`config.mk`:
```
export PLATFORM = sky130hd
export DESIGN_NAME = frame_read_controller
export DESIGN_NICKNAME = d
export VERILOG_FILES = /design/src/rtl/frame_read_controller.sv
export SDC_FILE = /design/constraint.sdc
export NUM_CORES = 1
export LEC_CHECK = 0
export ABC_AREA = 1
export BUFFER_PORTS_ARGS = -buffer_cell sky130_fd_sc_hd__buf_2
export CELL_PAD_IN_SITES_DETAIL_PLACEMENT = 1
export CELL_PAD_IN_SITES_GLOBAL_PLACEMENT = 1
export CORE_MARGIN = 5
export CORE_UTILIZATION = 45
export CTS_CLUSTER_SIZE = 14
export DETAILED_ROUTE_END_ITERATION = 10
export PLACE_DENSITY_LB_ADDON = 0.15
export SETUP_SLACK_MARGIN = 0.2
export SKIP_LAST_GASP = 1
export SLEW_MARGIN = 0
export SYNTH_ARGS = -nofsm -noshare
export SYNTH_HDL_FRONTEND = slang
export SYNTH_SLANG_ARGS = --single-unit
```
`constraint.sdc`:
```
create_clock -name clk -period 4.22 [get_ports clk]
set_input_delay 0.422 -clock clk [delete_from_list [all_inputs] [get_ports clk]]
set_output_delay 0.422 -clock clk [all_outputs]
set_load 0.02 [all_outputs]
```
`src/rtl/frame_read_controller.sv`:
```
// Frame-memory read controller: tracks vsync/hsync with porches, fetches packed
// words from one of two ping-pong banks and serialises one pixel per clock.
module frame_read_controller #(
  parameter int PIX_WIDTH    = 24,
  parameter int PIX_PER_WORD = 4,
  parameter int DATA_WIDTH   = PIX_WIDTH * PIX_PER_WORD,
  parameter int FRAME_WORDS  = 512 * 512 / 4,
  parameter int ADDR_DEPTH   = 2 * FRAME_WORDS,
  parameter int ADDR_WIDTH   = $clog2(ADDR_DEPTH)
) (
  input  logic                  clk,
  input  logic                  rst_n,
  input  logic                  i_vsync,
  input  logic                  i_hsync,
  input  logic [9:0]            i_vbp,
  input  logic [9:0]            i_hbp,
  input  logic [10:0]           i_vres,
  input  logic [10:0]           i_hres,
  input  logic                  i_bank_sel,
  output logic                  o_ren,
  output logic [ADDR_WIDTH-1:0] o_raddr,
  input  logic [DATA_WIDTH-1:0] i_rdata,
  output logic [PIX_WIDTH-1:0]  o_pix,
  output logic                  o_de,
  output logic                  o_sof
);

  // state  | meaning
  // IDLE   | no frame in progress, waiting for a vsync edge
  // VBLANK | counting lines of the vertical back porch
  // HBP    | counting horizontal back-porch cycles of an active line
  // ACTIVE | issuing pixels of an active line
  // HWAIT  | active line finished, waiting for the next hsync edge
  localparam logic [2:0] IDLE   = 3'd0;
  localparam logic [2:0] VBLANK = 3'd1;
  localparam logic [2:0] HBP    = 3'd2;
  localparam logic [2:0] ACTIVE = 3'd3;
  localparam logic [2:0] HWAIT  = 3'd4;

  localparam int PH_W = (PIX_PER_WORD > 1) ? $clog2(PIX_PER_WORD) : 1;
  localparam logic [PH_W-1:0]       PH_LAST    = PH_W'(PIX_PER_WORD - 1);
  localparam logic [ADDR_WIDTH-1:0] ADDR_LAST  = ADDR_WIDTH'(ADDR_DEPTH - 1);
  localparam logic [ADDR_WIDTH-1:0] BANK1_BASE = ADDR_WIDTH'(FRAME_WORDS);
  localparam logic [ADDR_WIDTH:0]   DEPTH_EXT  = (ADDR_WIDTH + 1)'(ADDR_DEPTH);

  logic                  vs_q, hs_q;
  logic                  vs_edge, hs_edge, any_edge;
  logic [2:0]            state, state_nx;
  logic                  bank_q;
  logic [11:0]           line_cnt, cur_line;
  logic [11:0]           first_line, end_line, last_line;
  logic                  in_range, line_done, act;
  logic [9:0]            hbp_cnt;
  logic [10:0]           pix_cnt;
  logic [PH_W-1:0]       ph;
  logic [ADDR_WIDTH-1:0] word_cnt, bank_base;
  logic [ADDR_WIDTH:0]   raddr_sum;

  logic                  s1_vld, s1_sof;
  logic [PH_W-1:0]       s1_ph;
  logic [DATA_WIDTH-1:0] word_q, cur_word;
  logic [PIX_WIDTH-1:0]  pix_sel;

  assign vs_edge  = i_vsync & ~vs_q;
  assign hs_edge  = i_hsync & ~hs_q;
  assign any_edge = vs_edge | hs_edge;

  assign first_line = {2'b00, i_vbp};
  assign end_line   = first_line + {1'b0, i_vres};
  assign last_line  = end_line - 12'd1;
  assign in_range   = (line_cnt >= first_line) && (line_cnt < end_line);
  assign line_done  = (i_hres == 11'd0) || (pix_cnt == i_hres - 11'd1);

  // A sync edge kills the pixel slot it lands on, so o_de falls two cycles later.
  assign act   = (state == ACTIVE) && (i_hres != 11'd0) && !any_edge;
  assign o_ren = act && (ph == '0);

  assign bank_base = bank_q ? BANK1_BASE : '0;
  assign raddr_sum = {1'b0, word_cnt} + {1'b0, bank_base};
  assign o_raddr   = (raddr_sum >= DEPTH_EXT) ? ADDR_WIDTH'(raddr_sum - DEPTH_EXT)
                                              : raddr_sum[ADDR_WIDTH-1:0];

  always_comb begin
    state_nx = state;
    if (vs_edge) begin
      state_nx = VBLANK;
    end else if (state != IDLE && hs_edge) begin
      if (in_range)
        state_nx = (i_hbp == 10'd0) ? ACTIVE : HBP;
      else if (line_cnt >= end_line)
        state_nx = IDLE;
      else
        state_nx = VBLANK;
    end else begin
      case (state)
        HBP:     if (hbp_cnt <= 10'd1) state_nx = ACTIVE;
        ACTIVE:  if (line_done) state_nx = (cur_line == last_line) ? IDLE : HWAIT;
        default: state_nx = state;
      endcase
    end
  end

  always_ff @(posedge clk or negedge rst_n) begin
    if (!rst_n) begin
      vs_q     <= 1'b0;
      hs_q     <= 1'b0;
      state    <= IDLE;
      bank_q   <= 1'b0;
      line_cnt <= '0;
      cur_line <= '0;
      hbp_cnt  <= '0;
      pix_cnt  <= '0;
      ph       <= '0;
      word_cnt <= '0;
    end else begin
      vs_q  <= i_vsync;
      hs_q  <= i_hsync;
      state <= state_nx;

      if (vs_edge) begin
        bank_q   <= i_bank_sel;
        line_cnt <= '0;
        word_cnt <= '0;
      end else begin
        if (state != IDLE && hs_edge) begin
          cur_line <= line_cnt;
          line_cnt <= line_cnt + 12'd1;
        end
        if (o_ren)
          word_cnt <= (word_cnt == ADDR_LAST) ? '0 : word_cnt + 1'b1;
      end

      if (hs_edge)
        hbp_cnt <= i_hbp;
      else if (state == HBP)
        hbp_cnt <= hbp_cnt - 10'd1;

      if (act) begin
        pix_cnt <= pix_cnt + 11'd1;
        ph      <= (ph == PH_LAST) ? '0 : ph + 1'b1;
      end else begin
        pix_cnt <= '0;
        ph      <= '0;
      end
    end
  end

  // Read data arrives with phase 0; later phases come from the held word.
  assign cur_word = (s1_ph == '0) ? i_rdata : word_q;

  always_comb begin
    pix_sel = '0;
    for (int j = 0; j < PIX_PER_WORD; j++)
      if (s1_ph == PH_W'(j)) pix_sel = cur_word[j*PIX_WIDTH +: PIX_WIDTH];
  end

  always_ff @(posedge clk or negedge rst_n) begin
    if (!rst_n) begin
      s1_vld <= 1'b0;
      s1_sof <= 1'b0;
      s1_ph  <= '0;
      word_q <= '0;
      o_de   <= 1'b0;
      o_sof  <= 1'b0;
      o_pix  <= '0;
    end else begin
      s1_vld <= act;
      s1_sof <= act && (pix_cnt == 11'd0) && (cur_line == first_line);
      s1_ph  <= ph;
      if (s1_vld && s1_ph == '0)
        word_q <= i_rdata;
      o_de  <= s1_vld;
      o_sof <= s1_vld && s1_sof;
      o_pix <= s1_vld ? pix_sel : '0;
    end
  end

endmodule

```
### After elaboration in Yosys (flattened, before gate mapping)

Index checks and enable logic that the tools add are counted.

* flip-flop bits (word level): 196
* bits of input ports: 143
* output and inout bits: 44
* logic and storage cells: 101

* add/sub/neg operators: 10
* magnitude comparators: 5
* eq/ne operators: 12
* mux-type cells: 27
* bitwise logic cells: 6
* reduce and logical (&&, ||, !) cells: 24

Operator list (count)
* $mux 24: 5
* $mux 96: 1
* $mux 17: 5
* $mux 12: 2
* $logic_not 11->1: 2
* $mux 10: 2
* $add 17x17->18: 1
* $ge 18x18->1 const B: 1
* $add 17x1->17 const B: 1
* $eq 17x17->1 const B: 1
* $sub 17x1->17 const B: 1
* $mux 3: 5
* $add 10x11->12: 1
* $add 12x1->12 const B: 1
* $eq 12x10->1: 1
* $eq 12x12->1: 1
* $ge 12x10->1: 1
* $ge 12x12->1: 1
* $lt 12x12->1: 1
* $sub 12x1->12 const B: 1
* $add 11x1->11 const B: 1
* $eq 11x11->1: 1
* $mux 11: 1
* $reduce_bool 11->1: 1
* 25 further kinds: 45

### Longest topological paths before layout

* word-level depth: 8
* gate-level depth with buffers: 21
* gate-level depth less buffers: 21

### Worst setup path after synthesis

No wires, ideal clock.

* kind: input to register
* start: input port i_vbp[0]
* end: register state[1]
* setup time: 116 ps
* data arrival time: 2393 ps
* data required time: 4104 ps
* slack: 1711 ps
* stages: 18
* path buffers: 0
* path through: ha_1 fa_1 nand3_1 nand2_2 nand3_1 nand2_1 nand2_1 nand2_1 ha_1 nand3_1 nor2_1 nand2_1 nand2_1 nor2_1 nand2_1 nand2_1 nand2_1 nand2_1

* cells in the longest elaborated chain, start to end: 6
* elaborated cells on any way between the ends: 7
* classes of those cells: add/sub (1); order compare (2); mux (3); reduce/logical (1)

RTL lines
* from (decl): line 15 `input logic [9:0] i_vbp,`
* $add 10x11->12: line 69 `assign end_line = first_line + {1'b0, i_vres};`
* $lt 12x12->1: line 71 `assign in_range = (line_cnt >= first_line) && (line_cnt < end_line);`
* $logic_and 1x1->1 (*): line 71
* $mux 2 (*): line 88 `if (in_range)`
* $mux 3 (*): line 87 `end else if (state != IDLE && hs_edge) begin`
* $mux 3 (*): line 85 `if (vs_edge) begin`
* to (signal assigned): line 118 `state <= state_nx;`
* to (decl): line 48 `logic [2:0] state, state_nx;`

Every way passes the cells marked *; elsewhere a longest branch is shown, timed or not.
A chain may end at the register's enable or synchronous reset.

### Final worst setup path

* start: register vs_q
* end: output port o_ren

* cells in the longest elaborated chain, start to end: 6

RTL lines
* from (decl): line 46 `logic vs_q, hs_q;`
* from (signal assigned): line 116 `vs_q <= i_vsync;`
* $not 1->1: line 64 `assign vs_edge = i_vsync & ~vs_q;`
* $and 1x1->1: line 64
* $or 1x1->1: line 66 `assign any_edge = vs_edge | hs_edge;`
* $logic_not 1->1: line 75 `assign act = (state == ACTIVE) && (i_hres != 11'd0) && !any_edge;`
* $logic_and 1x1->1: line 75
* net act: line 52 `logic in_range, line_done, act;`
* $logic_and 1x1->1: line 76 `assign o_ren = act && (ph == '0);`
* to (decl): line 20 `output logic o_ren,`

The timed path passes the listed nets, and every way through them passes these cells.

==> reports/qor.csv <==
stage,metric,value,unit
status,outcome,"finished, final reports clean",
setup_path,worst reg-to-reg setup slack,1690,ps
clock_network,# Post-CTS Setup Buffers,0,
synthesis,Yosys Warn Count,0,
synthesis,top-count cell post-synth,nand2_1,
routing,drt first pass iters,4,
cells_and_area,Layout Nets,1591,
synthesis,Synth Area per Inst,8.159,um^2
routing,drc violations,0,
setup_path,"most used cell, CP",inv_1,
synthesis,register area share after synthesis,0.4258,
floorplan,core footprint,21960,um^2
timing,final setup skew,14.82,ps
pwr,power per cell area,516.2,nW/um^2
pwr,combinational share of power,0.334,
synthesis,cell count after synthesis,1239,
timing,worst slew pin tran,996.0,ps
global_route,number of global-route vias before repair,9586,
global_route,grt total ovfl,0,
routing,First DRT Iteration DRCs,528,
synthesis,Synth area leader,dfrtp_1,
placement,Placer Congestion,0.8463,
floorplan,Die X,159.9,um
setup_path,Startpoint Class,flip-flop,
global_route,gr usage total,0.2381,
synthesis,Synth Flop Type,dfrtp_1,
timing,hold slack,79.19,ps
synthesis,Area contributors post-synth,"dfrtp_1, nand2_1, inv_1",
timing,unrepaired setup endpoints after global routing,no,
pwr,VDD IR-drop max,0.3089,mV
clock_network,Worst-Skew Late Latency,440,ps
setup_path,crit-path leading delay family,buffers and inverters,
timing,FMAX,0.3671,GHz
routing,DR vias/cell,5.328,
clock_network,H-tree depth,4,
synthesis,Yosys top cell area share,0.4258,
clock_network,TritonCTS Buffers,17,
setup_path,crit-path cells,nor2_1 > buf_4 > inv_1 > nand2_1 > nor2_4 > nand2_4 > inv_1 > buf_2,
setup_path,Worst EP required,3800,ps
clock_network,# clock sinks,172,
cells_and_area,design area,11850,um^2
pwr,sequential power share,0.405,
timing,setup tns final,0,ps
setup_path,Crit path largest cell delay,350,ps
cells_and_area,share of cells above drive strength 1,0.2283,
synthesis,cell area after synthesis,10110,um^2
setup_path,maximum fanout along the worst path,12,
pwr,NetSw,2.297,mW
global_route,pin count of the biggest net entering global routing,103,
timing,final hold violation count,0,
placement,DP HPWL,22730,um
pwr,Clock power frac,0.261,
timing,Max-slew headroom,0.3360,
hold_path,Hold Crit Class,in -> async,
placement,# port buffers,186,
timing,Pins Over Slew Limit,0,
synthesis,Yosys reg bits,172,
clock_network,Root Buffer,clkbuf_16,
job,max-capacitance violation count,0,
pwr,Int Pwr,3.818,mW
pwr,Switching Fraction,0.3756,
timing,Final period util,0.6456,
floorplan,Die Area,25560,um^2
synthesis,Synth top cells by count,"nand2_1, inv_1, dfrtp_1",
synthesis,Post-synth EDFFs,0,
setup_path,slowest CP cell,inv_1,
setup_path,kind of critical path,reg -> out,
setup_path,crit path DAT,2300,ps
setup_path,Worst Setup End Kind,output pin,
cells_and_area,synth-to-layout area growth,17.19,%
pwr,leak pwr,6.053,nW
setup_path,critical path buffer and inverter count,4,
clock_network,Resize count post-CTS,0,
clock_network,Hold Buf Count CTS,0,
floorplan,row count,54,
routing,ANT nets after route,0,
floorplan,I/O pin cnt,187,
routing,vias after detailed routing,9063,
timing,Tmin final,2724,ps
floorplan,Initial Util,0.4603,
floorplan,chip height,159.9,um
synthesis,Yosys cell types,45,
routing,WL per Instance,17.76,um
global_route,initial antenna violation count,4,
clock_network,CTS tree,yes,
clock_network,CTS max path bufs,2,
global_route,global-route wire length before repair,49580,um
placement,post-place instance area,11240,um^2
clock_network,"CTS clk-pin slew, worst paths",80,ps
synthesis,syn nets,1424,
timing,setup violators final,0,
synthesis,fraction of registers with async set/reset,1.000,
cells_and_area,fillers,2739,
routing,WL final,30210,um
worst register-to-register path: stages, from the launching register on:
cell     delay (ps)
dfrtp_1         330
nor2_1           40
buf_4           160
inv_1           350
nand2_1         250
nor2_4          310
nand2_4         100
nand2_4         170
inv_2           120
nor2_2          160
inv_1           110
o21ai_1         150
a22oi_1         140
layout by cell type (no fill, tap or decap), drive strengths merged:
| master | count |
|---|---|
| xor2 | 18 |
| dfrtp | 172 |
| nand3 | 73 |
| o22ai | 5 |
| clkinv | 9 |
| o211ai | 30 |
| nor3b | 1 |
| nand4 | 15 |
| o21ai | 67 |
| a41oi | 1 |
| o221ai | 6 |
| fa | 1 |
| a21oi | 67 |
| o31ai | 1 |
| nand3b | 2 |
| mux2 | 61 |
| nand2 | 249 |
| xnor3 | 1 |
| buf | 195 |
| nor4 | 11 |
| inv | 212 |
| o2111ai | 1 |
| a22o | 1 |
| ha | 41 |
| a22oi | 2 |
| o21bai | 2 |
| a31oi | 4 |
| nor3 | 19 |
| nor2 | 113 |
| a211oi | 1 |
| a2111oi | 1 |
| o311ai | 11 |
| diode | 2 |
| clkbuf | 18 |
| xnor2 | 8 |
flip-flops by register name, indices dropped and copies added (netlist names), 2 cells and up:
signal    flops
cur_line     12
pix_cnt      11
word_q       72
o_pix        24
s1_ph         2
hbp_cnt      10
word_cnt     17
state         3
ph            2
line_cnt     12
power groups by stage:
| stage | Clock (mW) | Sequential (mW) | Combinational [mW] |
|---|---|---|---|
| after floorplan | 0 | 2.48 | 1.42 |
| after global placement | 0 | 2.46 | 1.97 |
| after detailed placement | 0 | 2.49 | 2.05 |
| after CTS | 1.63 | 2.47 | 2.07 |
| after global routing | 1.70 | 2.53 | 2.29 |
| final | 1.59 | 2.48 | 2.05 |
path summary, 6_finish.rpt:
path,from,end,depth (start not counted)
worst max register to register,vs_q,word_cnt[7],12
max in group asynchronous,rst_n,o_pix[22],2
worst min-delay path,rst_n,word_q[56],1
min in group clk,i_vsync,vs_q,1
worst min register to register,ph[1],s1_ph[1],0
worst max-delay path,vs_q,o_ren,8
logic make-up (layout without fill, tap and decap cells):
group | after synthesis | in the layout | synth area share
muxes | 61 | 61 | 0.06795
other | 0 | 2 | 0
and+or+nand+nor | 483 | 483 | 0.2107
AOI/OAI and AO/OA | 200 | 200 | 0.1168
xor gates and xnor gates | 27 | 27 | 0.02476
adders and majority gates | 42 | 42 | 0.05273
buffers and inverters | 254 | 434 | 0.1012
DFF | 172 | 172 | 0.4258
metal layers:
layer | vias to the layer above | wire (um) | track usage
li1 | 4379 | - | -
met1 | 4448 | 13070 | 0.2997
met4 | 4 | 502 | 0.05984
met5 | - | 27 | 0
met3 | 37 | 1245 | 0.04433
met2 | 195 | 15370 | 0.4238
area by class of cell:
class,count,area (um^2),share of cell area
Timing Repair Buffer,195,1017,0.08587
Tap cell,280,350.3,0.02957
Antenna cell,2,5.005,0.0004225
Sequential cell,172,4304,0.3633
Clock buffer,18,439.2,0.03707
Multi-Input combinational cell,813,4788,0.4042
Clock inverter,14,165.2,0.01394
Inverter,207,777.0,0.06559
per-stage QoR:
stage                     power [mW]  utilization  instances  setup slack (ps)
after floorplan                3.892            -       1239              1711
after CTS                      6.175       0.5393       1699              1461
after global placement         4.428       0.5117       1667              1345
final                          6.115       0.5395       1701              1496
after global routing           6.519       0.5395       1701              1316
after detailed placement       4.542       0.5117       1667              1253
(Power assumes the default switching activity.)
